[config.mk]
export PLATFORM = sky130hd
export DESIGN_NAME = mistral_mac_pipe
export DESIGN_NICKNAME = d
export VERILOG_FILES = /design/src/rtl/mistral_dsp_pkg.sv /design/src/rtl/mistral_mac_acc.sv /design/src/rtl/mistral_mac_pipe.sv
export SDC_FILE = /design/constraint.sdc
export NUM_CORES = 1
export LEC_CHECK = 0
export ABC_CLOCK_PERIOD_IN_PS = 7200
export BUFFER_PORTS_ARGS = -buffer_cell sky130_fd_sc_hd__buf_4
export CORE_MARGIN = 5
export CORE_UTILIZATION = 35
export DETAILED_ROUTE_END_ITERATION = 6
export PLACE_DENSITY = 0.52
export SYNTH_ARGS = -nofsm -noshare
export SYNTH_HDL_FRONTEND = slang
export SYNTH_SLANG_ARGS = --single-unit
[constraint.sdc]
create_clock -name CLK -period 7.2 [get_ports CLK]
set_input_delay 0.72 -clock CLK [delete_from_list [all_inputs] [get_ports CLK]]
set_output_delay 0.72 -clock CLK [all_outputs]
set_load 0.005 [all_outputs]
[src/rtl/mistral_dsp_pkg.sv]
// mistral_dsp_pkg: shared limits, stage count and saturation
// helper for the Mistral DSP multiply-accumulate models.
package mistral_dsp_pkg;

   localparam int MISTRAL_MUL_MAX_WIDTH = 27;
   localparam int MISTRAL_MAC_STAGES    = 3;
   localparam int MISTRAL_SAT_MAX       = 128;

   typedef struct packed {
      logic                       ovf;
      logic [MISTRAL_SAT_MAX-1:0] val;
   } sat_res_t;

   // Clamp a wide signed sum into a signed field of 'width' bits.
   function automatic sat_res_t sat_add(
      input logic signed [MISTRAL_SAT_MAX:0] sum,
      input int                              width
   );
      logic signed [MISTRAL_SAT_MAX:0] hi;
      logic signed [MISTRAL_SAT_MAX:0] lo;
      sat_res_t                        r;
      hi    = ((MISTRAL_SAT_MAX+1)'(1) <<< (width - 1))
            - (MISTRAL_SAT_MAX+1)'(1);
      lo    = -hi - (MISTRAL_SAT_MAX+1)'(1);
      r.ovf = (sum > hi) || (sum < lo);
      if (!r.ovf)
         r.val = sum[MISTRAL_SAT_MAX-1:0];
      else if (sum[MISTRAL_SAT_MAX])
         r.val = lo[MISTRAL_SAT_MAX-1:0];
      else
         r.val = hi[MISTRAL_SAT_MAX-1:0];
      return r;
   endfunction

endpackage

[src/rtl/mistral_mac_acc.sv]
// mistral_mac_acc: stage-3 accumulator with load/subtract control.
// MISTRAL_MAC_SAT_EN selects saturating arithmetic and a sticky OVF.
module mistral_mac_acc #(
   parameter int ACC_WIDTH = 64
) (
   input  logic                        clk,
   input  logic                        rst,
   input  logic                        ena,
   input  logic                        v_in,
   input  logic                        load,
   input  logic                        sub,
   input  logic signed [ACC_WIDTH-1:0] p,
   output logic signed [ACC_WIDTH-1:0] y,
   output logic                        v_out,
   output logic                        ovf
);
   import mistral_dsp_pkg::*;

   logic signed [ACC_WIDTH-1:0] base;
   logic signed [ACC_WIDTH-1:0] nxt;

   assign base = load ? '0 : y;

`ifdef MISTRAL_MAC_SAT_EN
   localparam int SW = ACC_WIDTH + 1;

   logic signed [SW-1:0] base_x;
   logic signed [SW-1:0] add_x;
   logic signed [SW-1:0] sum_x;
   sat_res_t             sr;
   logic                 nxt_ovf;

   assign base_x  = SW'(base);
   assign add_x   = sub ? -SW'(p) : SW'(p);
   assign sum_x   = base_x + add_x;
   assign sr      = sat_add((MISTRAL_SAT_MAX+1)'(sum_x), ACC_WIDTH);
   assign nxt     = sr.val[ACC_WIDTH-1:0];
   assign nxt_ovf = sr.ovf;

   // Sticky overflow: set on clamp, cleared by a clean LOAD op.
   always_ff @(posedge clk) begin
      if (rst)
         ovf <= 1'b0;
      else if (ena && v_in) begin
         if (nxt_ovf)
            ovf <= 1'b1;
         else if (load)
            ovf <= 1'b0;
      end
   end
`else
   assign nxt = base + (sub ? -p : p);
   assign ovf = 1'b0;
`endif

   // Accumulator and output-valid register; bubbles leave y alone.
   always_ff @(posedge clk) begin
      if (rst) begin
         y     <= '0;
         v_out <= 1'b0;
      end else if (ena) begin
         v_out <= v_in;
         if (v_in)
            y <= nxt;
      end
   end

endmodule

[src/rtl/mistral_mac_pipe.sv]
// mistral_mac_pipe: 3-stage signed MAC model of the Mistral DSP block.
// Optional saturation: define MISTRAL_MAC_SAT_EN.
module mistral_mac_pipe #(
   parameter int A_SIGNED  = 0,
   parameter int B_SIGNED  = 1,
   parameter int A_WIDTH   = 18,
   parameter int B_WIDTH   = 18,
   parameter int ACC_WIDTH = 64
) (
   input  logic                        CLK,
   input  logic                        RST,
   input  logic                        ENA,
   input  logic                        IN_VALID,
   input  logic        [A_WIDTH-1:0]   A,
   input  logic signed [B_WIDTH-1:0]   B,
   input  logic                        LOAD,
   input  logic                        SUB,
   output logic                        OUT_VALID,
   output logic signed [ACC_WIDTH-1:0] Y,
   output logic                        OVF
);
   import mistral_dsp_pkg::*;

   localparam int PW = A_WIDTH + B_WIDTH + 1;

   if (B_SIGNED != 1) begin : g_bad_bsig
      $error("B_SIGNED must be 1");
   end
   if (A_WIDTH < 1 || A_WIDTH > MISTRAL_MUL_MAX_WIDTH) begin : g_bad_aw
      $error("A_WIDTH out of range 1..27");
   end
   if (B_WIDTH < 1 || B_WIDTH > MISTRAL_MUL_MAX_WIDTH) begin : g_bad_bw
      $error("B_WIDTH out of range 1..27");
   end
   if (ACC_WIDTH < PW || ACC_WIDTH > MISTRAL_SAT_MAX) begin : g_bad_acc
      $error("ACC_WIDTH must cover A_WIDTH+B_WIDTH+1");
   end
   if (MISTRAL_MAC_STAGES != 3) begin : g_bad_stages
      $error("pipeline is built for three stages");
   end

   logic        [A_WIDTH-1:0]   a1;
   logic signed [B_WIDTH-1:0]   b1;
   logic                        load1;
   logic                        sub1;
   logic                        v1;
   logic signed [ACC_WIDTH-1:0] p2;
   logic                        load2;
   logic                        sub2;
   logic                        v2;

   logic signed [A_WIDTH:0]     a_ext;
   logic signed [PW-1:0]        a_x;
   logic signed [PW-1:0]        b_x;
   logic signed [PW-1:0]        prod;

   // A is widened by one bit so the unsigned case stays positive.
   assign a_ext = (A_SIGNED != 0) ? {a1[A_WIDTH-1], a1}
                                  : {1'b0, a1};
   assign a_x   = PW'(a_ext);
   assign b_x   = PW'(b1);
   assign prod  = a_x * b_x;

   // Stage 1: capture operands and controls.
   always_ff @(posedge CLK) begin
      if (RST) begin
         a1    <= '0;
         b1    <= '0;
         load1 <= 1'b0;
         sub1  <= 1'b0;
         v1    <= 1'b0;
      end else if (ENA) begin
         a1    <= A;
         b1    <= B;
         load1 <= LOAD;
         sub1  <= SUB;
         v1    <= IN_VALID;
      end
   end

   // Stage 2: register the sign-extended product.
   always_ff @(posedge CLK) begin
      if (RST) begin
         p2    <= '0;
         load2 <= 1'b0;
         sub2  <= 1'b0;
         v2    <= 1'b0;
      end else if (ENA) begin
         p2    <= ACC_WIDTH'(prod);
         load2 <= load1;
         sub2  <= sub1;
         v2    <= v1;
      end
   end

   mistral_mac_acc #(
      .ACC_WIDTH (ACC_WIDTH)
   ) u_acc (
      .clk   (CLK),
      .rst   (RST),
      .ena   (ENA),
      .v_in  (v2),
      .load  (load2),
      .sub   (sub2),
      .p     (p2),
      .y     (Y),
      .v_out (OUT_VALID),
      .ovf   (OVF)
   );

endmodule

==> flow_summary_export.csv, run 1 <==
group,metric,value,unit
status,status,"complete, no violations",
synthesis,synth-seq-area-share,13.8,%
synthesis,synth_area_per_cell,8.16,sq um
grt,grt_pass1_wl,97600,um
grt,grt_pass1_vias,17700,
worst_setup_path,worstPathRequired,7520,ps
synthesis,synth_nets,3054,
floorplanning,top_level_ports,108,
final_layout,diodes,0,
grt,antenna_found_initial,0,
floorplanning,die_h,254,um
timing,worst_clock_skew,13.4,ps
grt,grtUsageTotal,18.8,%
clock_tree,htreeDepth,4,
clock_tree,cts_made_buffers,17,
placed_design,place.gp.congestion,0.931,
clock_tree,clk_latency,480,ps
synthesis,synthFlopType,"dfxtp_1",
run,drv_cap,0,
synthesis,syn-instance-count,2558,
clock_tree,clkSlewWorstSetupHoldPaths,70,ps
synthesis,async_flop_share,0,%
power,power_density,124,nW/um^2
synthesis,synth.distinct_cells,72,
grt,grt_max_degree,89,
clock_tree,cts_sinks,144,
floorplanning,die_w,254,um
placed_design,placed_area,22500,sq um
min_path,min_path_type,"register to register",
clock_tree,cts_root_buffer,"clkbuf_16",
worst_setup_path,worstSetupPathType,"register to register",
timing,setup_viol,0,
power,irDropWorstVdd,0.000206,V
route,drc,0,
route,via_per_inst,5.09,
placed_design,hpwl,47500,um
route,wl,59900,um
floorplanning,start_util,35.4,%
clock_tree,cts_tree,"built",
floorplanning,row_count,89,
timing,rsz0062_at_grt,"no",
placed_design,port_buffers,106,
route,wl_per_cell,17.7,um
final_layout,syn2layout_area_growth,10.6,%
grt,grt-ovfl-total,0,
floorplanning,die_area,64600,sq um
worst_setup_path,cp_max_fo,11,
clock_tree,clockBufferDepth,2,
power,finalPower,2860,uW
timing,min_period,6830,ps
floorplanning,core_area,59000,sq um
synthesis,yosys_warnings,0,
synthesis,ys_ff_latch,144,
worst_setup_path,end_kind,"register",
timing,finalHoldViolCount,0,
final_layout,design_area,23100,sq um
worst_setup_path,cp.arrival,7150,ps
route,antenna_left,0,
timing,drv_slew,0,
final_layout,layout.nets,3089,
worst_setup_path,start_kind,"register",
timing,max_freq,146,MHz
route,num_vias,17200,
synthesis,synth_area,20900,sq um
final_layout,drive_gt1_share,8.44,%
timing,max-slew-margin-rel,32.0,%
timing,period_share,94.9,%
timing,worst_pin_slew,1020,ps
power,leakage,0.0112,uW
route,first_pass_iters,5,
timing,setup_tns,0,ps
synthesis,synth_edf_count,0,
route,drt_iter0_markers,1122,
clock_tree,post_cts_buffers,0,
## state kept, by name, indices dropped and copies added (netlist names), 18 cells and up
name / count
b1: 18
a1: 18
u_acc.y: 64
p2: 37
## layer usage
| layer | vias to the layer above | wire length, um | track usage [%] |
|---|---|---|---|
| li1 | 8370 | - | - |
| met5 | - | 0 | 0 |
| met4 | 0 | 955 | 4.60 |
| met3 | 57 | 2520 | 2.64 |
| met2 | 375 | 26100 | 29.2 |
| met1 | 8390 | 30300 | 27.8 |
## cell type report
cell class	instances	area, sq um
fill	6069	35900
multi-input combinational	1934	16200
sequential	144	2900
inverter	340	1280
timing repair buffer	156	1180
tap	773	967
clock buffer	22	474
clock inverter	10	100
## worst paths after layout
check,slack [ps],cells after the start,endpoint,from
worst min-delay path,470,2,u_acc.y[46],u_acc.y[46]
worst max register to register,370,20,p2[36],b1[10]
worst min register to register,470,2,u_acc.y[46],u_acc.y[46]
worst max-delay path,370,20,p2[36],b1[10]
## worst max-delay path, cell delays in order, from the launching register on
cell	delay, ps
dfxtp_1	530
buf_4	280
nand2_1	90
fa_1	520
inv_1	50
fa_1	500
fa_1	580
fa_1	450
fa_1	540
inv_1	50
fa_1	520
inv_1	40
ha_1	360
a2111oi_0	750
or3_1	200
a31oi_1	140
o2111ai_1	330
a311oi_2	180
a41oi_1	290
and4b_1	220
nor4_1	50
## metrics by stage
stage               util, %  hold WS, ps  setup WS, ps  cells
floorplan                 -          457           828   2558
global placement       38.1          453           286   3347
detailed placement     38.1          459           131   3347
CTS                    39.1          432           121   3379
global route           39.1          467          12.9   3379
finish                 39.1          465           369   3379
## Yosys cell counts (13+ instances only)
cell	number	share of area [%]
nor3_1	24	0.58
nand2b_1	17	0.51
and2_1	174	5.2
o31ai_1	19	0.68
nand4_1	21	0.63
a31oi_1	17	0.51
xor2_1	20	0.84
ha_1	197	12
fa_1	257	25
nand2_1	322	5.8
nor2_1	155	2.8
mux2i_1	62	3.0
a211oi_1	19	0.68
clkbuf_1	120	2.2
inv_1	340	6.1
o21bai_1	25	0.90
nor2b_1	69	2.1
buf_1	17	0.31
xnor2_1	87	3.7
a21oi_1	160	3.8
a21o_1	41	1.5
o21a_1	13	0.47
nand3_1	25	0.60
dfxtp_1	144	14
o21ai_0	84	2.0
## report_power, final
group          switching, uW  leakage, uW  internal (uW)
Combinational            618      0.00978            425
Sequential              78.0      0.00118            839
Clock                    396     0.000282            506
Total                   1090       0.0112           1770
## cells by family after synthesis
family | Yosys count | synth area share [%]
flip-flops | 144 | 13.8
other | 1 | 0.0180
buffers and inverters | 480 | 8.67
AO/OA/AOI/OAI | 441 | 13.1
XOR/XNOR | 107 | 4.49
AND/OR/NAND/NOR | 869 | 20.4
adder cells (fa/ha/maj) | 454 | 36.5
multiplexers | 62 | 2.97
## layout by cell type (no fill, tap or decap), drive strengths merged, types with 7 or more instances in the layout
cell | Yosys | final
nand3 | 26 | 26
xnor2 | 87 | 87
or3 | 9 | 9
a21o | 41 | 41
nor2b | 69 | 69
o31ai | 19 | 19
and2 | 174 | 174
or4 | 12 | 12
fa | 257 | 257
mux2i | 62 | 62
buf | 20 | 156
inv | 340 | 344
ha | 197 | 197
a21oi | 160 | 160
o211ai | 9 | 9
dfxtp | 144 | 144
a211oi | 19 | 19
or2 | 7 | 7
o21ai | 88 | 88
o21a | 13 | 13
nand2b | 17 | 17
nor3 | 24 | 24
o21bai | 25 | 25
nand2 | 323 | 323
clkbuf | 120 | 22
a31oi | 17 | 17
nand4 | 21 | 21
xor2 | 20 | 20
nor4 | 12 | 12
nor2 | 155 | 155
and3 | 9 | 9
## timing repair
action                                  4_1_cts  5_1_grt
endpoints found under the setup margin        0        4
resized for setup                             0       12
hold buffers                                  0        0
No activity file was read; power rests on OpenSTA's default activity.
==> run 2, diff against run 1 <==
--- a/config.mk
+++ b/config.mk
@@ -5,12 +5,12 @@
 export SDC_FILE = /design/constraint.sdc
 export NUM_CORES = 1
 export LEC_CHECK = 0
-export ABC_CLOCK_PERIOD_IN_PS = 7200
+export ABC_CLOCK_PERIOD_IN_PS = 6100
 export BUFFER_PORTS_ARGS = -buffer_cell sky130_fd_sc_hd__buf_4
 export CORE_MARGIN = 5
 export CORE_UTILIZATION = 35
 export DETAILED_ROUTE_END_ITERATION = 6
-export PLACE_DENSITY = 0.52
+export PLACE_DENSITY = 0.53
 export SYNTH_ARGS = -nofsm -noshare
 export SYNTH_HDL_FRONTEND = slang
 export SYNTH_SLANG_ARGS = --single-unit
==> constraint.sdc (replaced) <==
create_clock -name CLK -period 6.1 [get_ports CLK]
set_input_delay 0.61 -clock CLK [delete_from_list [all_inputs] [get_ports CLK]]
set_output_delay 0.61 -clock CLK [all_outputs]
set_load 0.005 [all_outputs]
==> run 2 against run 1 <==
Worst setup slack got worse by 400 ps. The run now ends with setup timing left. Count of clock-buffer cells in the layout decreased by 5. Critical path depth increased by 3. Power increased by 28%. Die area unchanged. Design area increased by 5.6%. Combinational power increased by 39%. Utilization increased by 2.2 points. First-iteration DRC count decreased by 19%.
==> flow_summary_export.csv, run 2 (synthesized netlist as in run 1, its figures left out) <==
group,metric,value,unit
min_path,worstHoldStart,"B[3]",
final_layout,top_regs,"u_acc.y x64, p2 x37",
power,switching_power,1420,uW
worst_setup_path,cp.arrival,6540,ps
timing,worst_clock_skew,16.0,ps
power,power_density,150,nW/um^2
floorplanning,row_count,89,
final_layout,n_fill_cell,5991,
final_layout,drive_gt1_share,15.2,%
timing,setup_ws,-27.8,ps
worst_setup_path,crit_start,"b1[6]",
route,drc,0,
power,seqPwrFrac,29.1,%
final_layout,final_common_cell,"inv_1",
floorplanning,start_util,35.4,%
power,leakage,0.0118,uW
final_layout,final_util,41.3,%
route,wl_met3,2960,um
route,drt_iter0_markers,912,
final_layout,multi_input_area,16500,sq um
timing,worst_pin_slew,899,ps
power,irDropWorstVdd,0.000255,V
clock_tree,clk_latency,500,ps
placed_design,placed_area,23200,sq um
final_layout,mostFrequentLayoutCells,"inv_1 (331), nand2_1 (319), buf_4 (252), fa_1 (249), ha_1 (187)",
final_layout,layout.nets,3195,
worst_setup_path,end_kind,"register",
grt,grtUsageTotal,18.8,%
route,top_layer,"met4",
power,finalPower,3660,uW
timing,drv_slew,0,
worst_setup_path,worstSetupPathType,"register to register",
floorplanning,die_w,254,um
power,p_comb_share,39.7,%
worst_setup_path,r2r-start,"b1[6]",
floorplanning,core_area,59000,sq um
grt,grt_pass1_vias,18300,
clock_tree,cts_tree,"built",
route,wl_per_cell,17.0,um
floorplanning,top_level_ports,108,
grt,antenna_found_initial,0,
clock_tree,cts_sinks,144,
grt,grt_max_degree,56,
route,antenna_left,0,
route,first_pass_iters,6,
timing,max_freq,163,MHz
power,p_int,2240,uW
clock_tree,cts_root_buffer,"clkbuf_16",
clock_tree,clkSlewWorstSetupHoldPaths,70,ps
worst_setup_path,cp_slowest_cell,"fa_1",
worst_setup_path,cpMostUsedCell,"fa_1",
floorplanning,die_area,64600,sq um
worst_setup_path,crit_buf_inv,5,
final_layout,syn2layout_area_growth,16.9,%
final_layout,largest_reg_flops,64,
worst_setup_path,start_kind,"register",
placed_design,port_buffers,106,
placed_design,hpwl,48400,um
route,num_vias,17700,
clock_tree,clockBufferDepth,2,
worst_setup_path,worstPathRequired,6510,ps
timing,finalHoldViolCount,0,
route,wl,59400,um
worst_setup_path,cp_max_fo,6,
timing,min_period,6130,ps
grt,grt_pass1_wl,97600,um
final_layout,largest_register,"u_acc.y",
grt,grt-ovfl-total,0,
status,violations,"setup timing",
worst_setup_path,slowest_delay,550,ps
min_path,min_path_type,"input pin to register",
worst_setup_path,crit_chain,"buf_6, and2_4, fa_1, inv_2, fa_2, inv_2, fa_1, fa_2, fa_1, inv_1, fa_1, inv_2, ha_4, and4_4, o211ai_1, a21oi_2, o31ai_4, a31oi_4, o2111ai_2, a311oi_2, a41oi_2, and4b_1, nor4_2",
final_layout,design_area,24400,sq um
status,status,"finished, violations left",
final_layout,diodes,0,
timing,setup_viol,2,
power,switching_share,38.7,%
timing,rsz0062_at_grt,"yes",
route,drt-met1-wl,29000,um
placed_design,place.gp.congestion,0.883,
route,via_per_inst,5.07,
power,p_clk_share,31.2,%
route,dr_wl_met2,26300,um
timing,hold_ws,353,ps
floorplanning,die_h,254,um
clock_tree,cts_made_buffers,17,
final_layout,seq_area,2960,sq um
clock_tree,htreeDepth,4,
run,drv_cap,0,
timing,max-slew-margin-rel,40.0,%
worst_setup_path,cpLargestDelayFamily,"adder cells",
timing,period_share,100,%
==> run 2: changes by cell type in the layout (fill, tap and decap cells not counted), moves of 8 or more <==
cell,previous run,this run
dfxtp_1,132,113
inv_1,340,331
inv_2,0,9
ha_4,0,10
fa_2,0,8
fa_1,257,249
ha_1,197,187
dfxtp_4,0,16
buf_4,155,252
==> run 2: metrics by stage <==
step           TNS, ps  instances  worst slack [ps]
2_1_floorplan    -20.6       2558             -20.6
3_3_place_gp     -1630       3441              -323
3_5_place_dp     -2130       3441              -388
4_1_cts          -86.4       3482             -51.4
5_1_grt           -936       3485              -232
6_report         -36.2       3485             -27.8
==> run 2: worst paths after layout <==
path / end / slack [ps] / depth (start not counted)
setup / recovery: p2[36] / -30 / 23
hold / removal: b1[3] / 350 / 3
setup reg to reg: p2[36] / -30 / 23
hold reg to reg: u_acc.y[47] / 460 / 2
==> run 2: cell type report <==
class / instances / share of cell area, %
inverter: 340 / 5.23
sequential: 144 / 12.1
tap: 773 / 3.97
timing repair buffer: 262 / 8.33
multi-input combinational: 1934 / 67.9
clock inverter: 15 / 0.729
clock buffer: 17 / 1.74
==> run 2: worst reg2reg max path, stage by stage, from the launching register on <==
cell       delay (ps)
dfxtp_4           380
buf_6             140
and2_4            140
fa_1              540
inv_2              40
fa_2              520
inv_2              40
fa_1              550
fa_2              440
fa_1              490
inv_1              50
fa_1              500
inv_2              50
ha_4              270
and4_4            230
o211ai_1          110
a21oi_2           250
o31ai_4           130
a31oi_4           190
o2111ai_2         150
a311oi_2          360
a41oi_2           170
and4b_1           220
nor4_2            110
==> run 2: layer usage <==
metal,vias up,GRT usage (%)
li1,8590,-
met1,8620,27.2
met2,374,29.3
met3,74,3.20
met4,0,4.94
met5,-,0
==> run 2: power by group through the flow <==
| stage | clock (uW) | combinational (uW) | sequential [uW] |
|---|---|---|---|
| 4_1_cts | 1180 | 1420 | 1070 |
| 6_report | 1140 | 1450 | 1070 |
| 3_3_place_gp | 0 | 1330 | 1090 |
| 5_1_grt | 1210 | 1650 | 1080 |
| 3_5_place_dp | 0 | 1340 | 1090 |
| 2_1_floorplan | 0 | 926 | 1050 |
==> run 2: timing repair <==
action                                  CTS  global route
setup buffers                             9             3
endpoints found under the setup margin    9            14
cloned                                    0             0
hold buffers                              0             0
gates resized for setup                  84            50
pin swaps                                23            24
==> run 3, diff against run 2 <==
--- a/config.mk
+++ b/config.mk
@@ -6,11 +6,12 @@
 export NUM_CORES = 1
 export LEC_CHECK = 0
 export ABC_CLOCK_PERIOD_IN_PS = 6100
-export BUFFER_PORTS_ARGS = -buffer_cell sky130_fd_sc_hd__buf_4
 export CORE_MARGIN = 5
 export CORE_UTILIZATION = 35
 export DETAILED_ROUTE_END_ITERATION = 6
-export PLACE_DENSITY = 0.53
+export DONT_BUFFER_PORTS = 1
+export PLACE_DENSITY = 0.52
+export SLEW_MARGIN = 20
 export SYNTH_ARGS = -nofsm -noshare
 export SYNTH_HDL_FRONTEND = slang
 export SYNTH_SLANG_ARGS = --single-unit
==> run 3 against run 2 <==
Largest power group unchanged. Via count is 1.8% lower. Non-clock buffer count is 88 lower. Critical endpoint unchanged. Sequential cell count stayed put. Clock skew is 5.4 ps higher. Largest cell class unchanged. The run now ends clean. First-iteration DRC count is 13% higher. Register-to-register slack better by 40 ps.
==> flow_summary_export.csv, run 3 (synthesized netlist as in run 1, its figures left out) <==
group,metric,value,unit
status,status,"complete, no violations",
power,finalPower,3590,uW
final_layout,largest_register,"u_acc.y",
power,leakage,0.0114,uW
worst_setup_path,cpLargestDelayFamily,"adder cells",
power,switching_power,1320,uW
floorplanning,top_level_ports,108,
clock_tree,cts_tree,"built",
route,num_vias,17300,
final_layout,drive_gt1_share,11.8,%
final_layout,top_regs,"u_acc.y x64, p2 x37",
timing,setup_ws,15.5,ps
timing,worst_pin_slew,904,ps
worst_setup_path,crit_chain,"buf_6, and2_1, fa_1, inv_1, fa_1, inv_1, fa_1, fa_1, fa_1, inv_1, fa_1, inv_1, ha_4, nand2_2, nor4_4, o31ai_4, a31oi_4, o2111ai_2, a311oi_2, a41oi_2, and4b_1, nor4_2",
timing,min_period,6080,ps
worst_setup_path,slowest_delay,550,ps
timing,hold_ws,189,ps
route,antenna_left,0,
floorplanning,start_util,35.4,%
grt,grt-ovfl-total,0,
route,via_per_inst,5.10,
worst_setup_path,cp_slowest_cell,"fa_1",
timing,period_share,99.7,%
final_layout,layout.nets,3107,
worst_setup_path,cp_num_cells,22,
worst_setup_path,crit_buf_inv,5,
final_layout,final_common_cell,"inv_1",
placed_design,place.gp.congestion,0.873,
clock_tree,cts_made_buffers,17,
timing,max-slew-margin-rel,39.7,%
grt,grt_max_degree,147,
worst_setup_path,end_kind,"register",
placed_design,place_ws,-411,ps
power,p_comb_share,38.4,%
worst_setup_path,start_kind,"register",
worst_setup_path,cp.arrival,6500,ps
power,power_density,152,nW/um^2
placed_design,dp.cells,3342,
power,p_clk_share,32.0,%
worst_setup_path,cp_max_fo,6,
route,wl_per_cell,17.2,um
placed_design,port_buffers,0,
clock_tree,htreeDepth,4,
timing,max_freq,164,MHz
worst_setup_path,r2r_end,"p2[36]",
timing,rsz0062_at_grt,"yes",
worst_setup_path,crit_start,"b1[3]",
worst_setup_path,crit_end,"p2[36]",
clock_tree,cts_sinks,144,
power,seqPwrFrac,29.6,%
timing,drv_slew,0,
final_layout,finalNonFillerCells,3399,
route,drc,0,
grt,grt_pass1_vias,17600,
clock_tree,holdBufCountCts,0,
worst_setup_path,worstSetupPathType,"register to register",
floorplanning,die_area,64600,sq um
timing,worst_clock_skew,21.4,ps
final_layout,seq_area,2960,sq um
route,first_pass_iters,5,
timing,setup_viol,0,
clock_tree,clk_latency,490,ps
clock_tree,clockBufferDepth,2,
final_layout,largest_reg_flops,64,
power,irDropWorstVdd,0.000249,V
power,switching_share,36.7,%
final_layout,mostFrequentLayoutCells,"inv_1 (331), nand2_1 (318), fa_1 (250), ha_1 (190), and2_1 (170)",
floorplanning,core_area,59000,sq um
worst_setup_path,r2r-start,"b1[3]",
worst_setup_path,cpMostUsedCell,"fa_1",
run,drv_cap,0,
power,p_int,2270,uW
grt,grt_pass1_wl,95000,um
placed_design,hpwl,47400,um
worst_setup_path,worstPathRequired,6510,ps
route,wl,58500,um
grt,antenna_found_initial,5,
worst_setup_path,rrSetupSlack,20,ps
clock_tree,clkSlewWorstSetupHoldPaths,70,ps
grt,grtUsageTotal,18.3,%
final_layout,multi_input_area,16500,sq um
clock_tree,cts_root_buffer,"clkbuf_16",
floorplanning,die_w,254,um
floorplanning,die_h,254,um
final_layout,n_fill_cell,6074,
min_path,min_path_type,"input pin to register",
route,drt_iter0_markers,1028,
floorplanning,row_count,89,
worst_setup_path,reg2reg_depth,22,
timing,finalHoldViolCount,0,
final_layout,syn2layout_area_growth,13.4,%
-- run 3: cell count changes in the layout (fill, tap and decap cells not counted), moves of 2 or more --
cell | before | now
nor2_2 | 2 | 0
clkinvlp_4 | 4 | 1
clkbuf_8 | 0 | 2
inv_8 | 2 | 0
clkinv_2 | 1 | 3
ha_1 | 187 | 190
dfxtp_2 | 15 | 11
nor2_1 | 153 | 155
buf_4 | 252 | 163
dfxtp_1 | 113 | 116
ha_4 | 10 | 7
diode_2 | 0 | 2
-- run 3: metal layers --
layer | part of all wire [%] | GRT usage (%) | up-vias | wire length [um]
li1 | - | - | 8408 | -
met1 | 49 | 25.9 | 8519 | 28400
met2 | 45 | 29.3 | 345 | 26300
met3 | 5.2 | 3.58 | 56 | 3050
met4 | 1.3 | 3.73 | 4 | 746
met5 | 0.058 | 0 | - | 34
-- run 3: worst min path at each step --
stage	cells past startpoint	startpoint	endpoint	slack [ps]
after floorplan	2	u_acc.y[6]	u_acc.y[6]	460
after global placement	2	u_acc.y[17]	u_acc.y[17]	470
after detailed placement	2	u_acc.y[44]	u_acc.y[44]	480
after CTS	1	RST	u_acc.y[55]	160
after global routing	1	RST	u_acc.y[55]	170
final	1	RST	u_acc.y[55]	190
-- run 3: area by class of cell --
class	instances	share of cell area, %
Sequential cell	144	12.5
Clock inverter	12	0.661
Tap cell	773	4.09
Clock buffer	20	1.93
Antenna cell	2	0.0211
Multi-Input combinational cell	1934	69.6
Timing Repair Buffer	174	5.80
Inverter	340	5.39
-- run 3: what timing repair did --
item,CTS,global route
setup endpoints to repair,10,11
resized for setup,78,47
buffers inserted,11,12
pin swaps,28,26
-- run 3: stage by stage --
stage                     setup TNS (ps)  area [sq um]  utilization [%]
after floorplan                    -20.6         20900                -
after global placement             -1430         22500             38.1
after detailed placement           -2360         22500             38.1
after CTS                           -115         23400             39.7
after global routing               -1220         23700             40.1
final                                  0         23700             40.1
-- run 3: power groups by stage --
stage | clock (uW) | combinational, uW | sequential, uW
2_1_floorplan | 0 | 926 | 1050
4_1_cts | 1180 | 1350 | 1070
3_3_place_gp | 0 | 1260 | 1090
3_5_place_dp | 0 | 1270 | 1090
5_1_grt | 1210 | 1570 | 1070
6_report | 1150 | 1380 | 1060
-- run 3: worst reg2reg max path, stage by stage, from the launching register on --
cell	delay, ps
dfxtp_4	370
buf_6	140
and2_1	150
fa_1	530
inv_1	60
fa_1	530
inv_1	50
fa_1	550
fa_1	470
fa_1	540
inv_1	50
fa_1	520
inv_1	60
ha_4	280
nand2_2	90
nor4_4	270
o31ai_4	140
a31oi_4	210
o2111ai_2	160
a311oi_2	340
a41oi_2	170
and4b_1	230
nor4_2	110
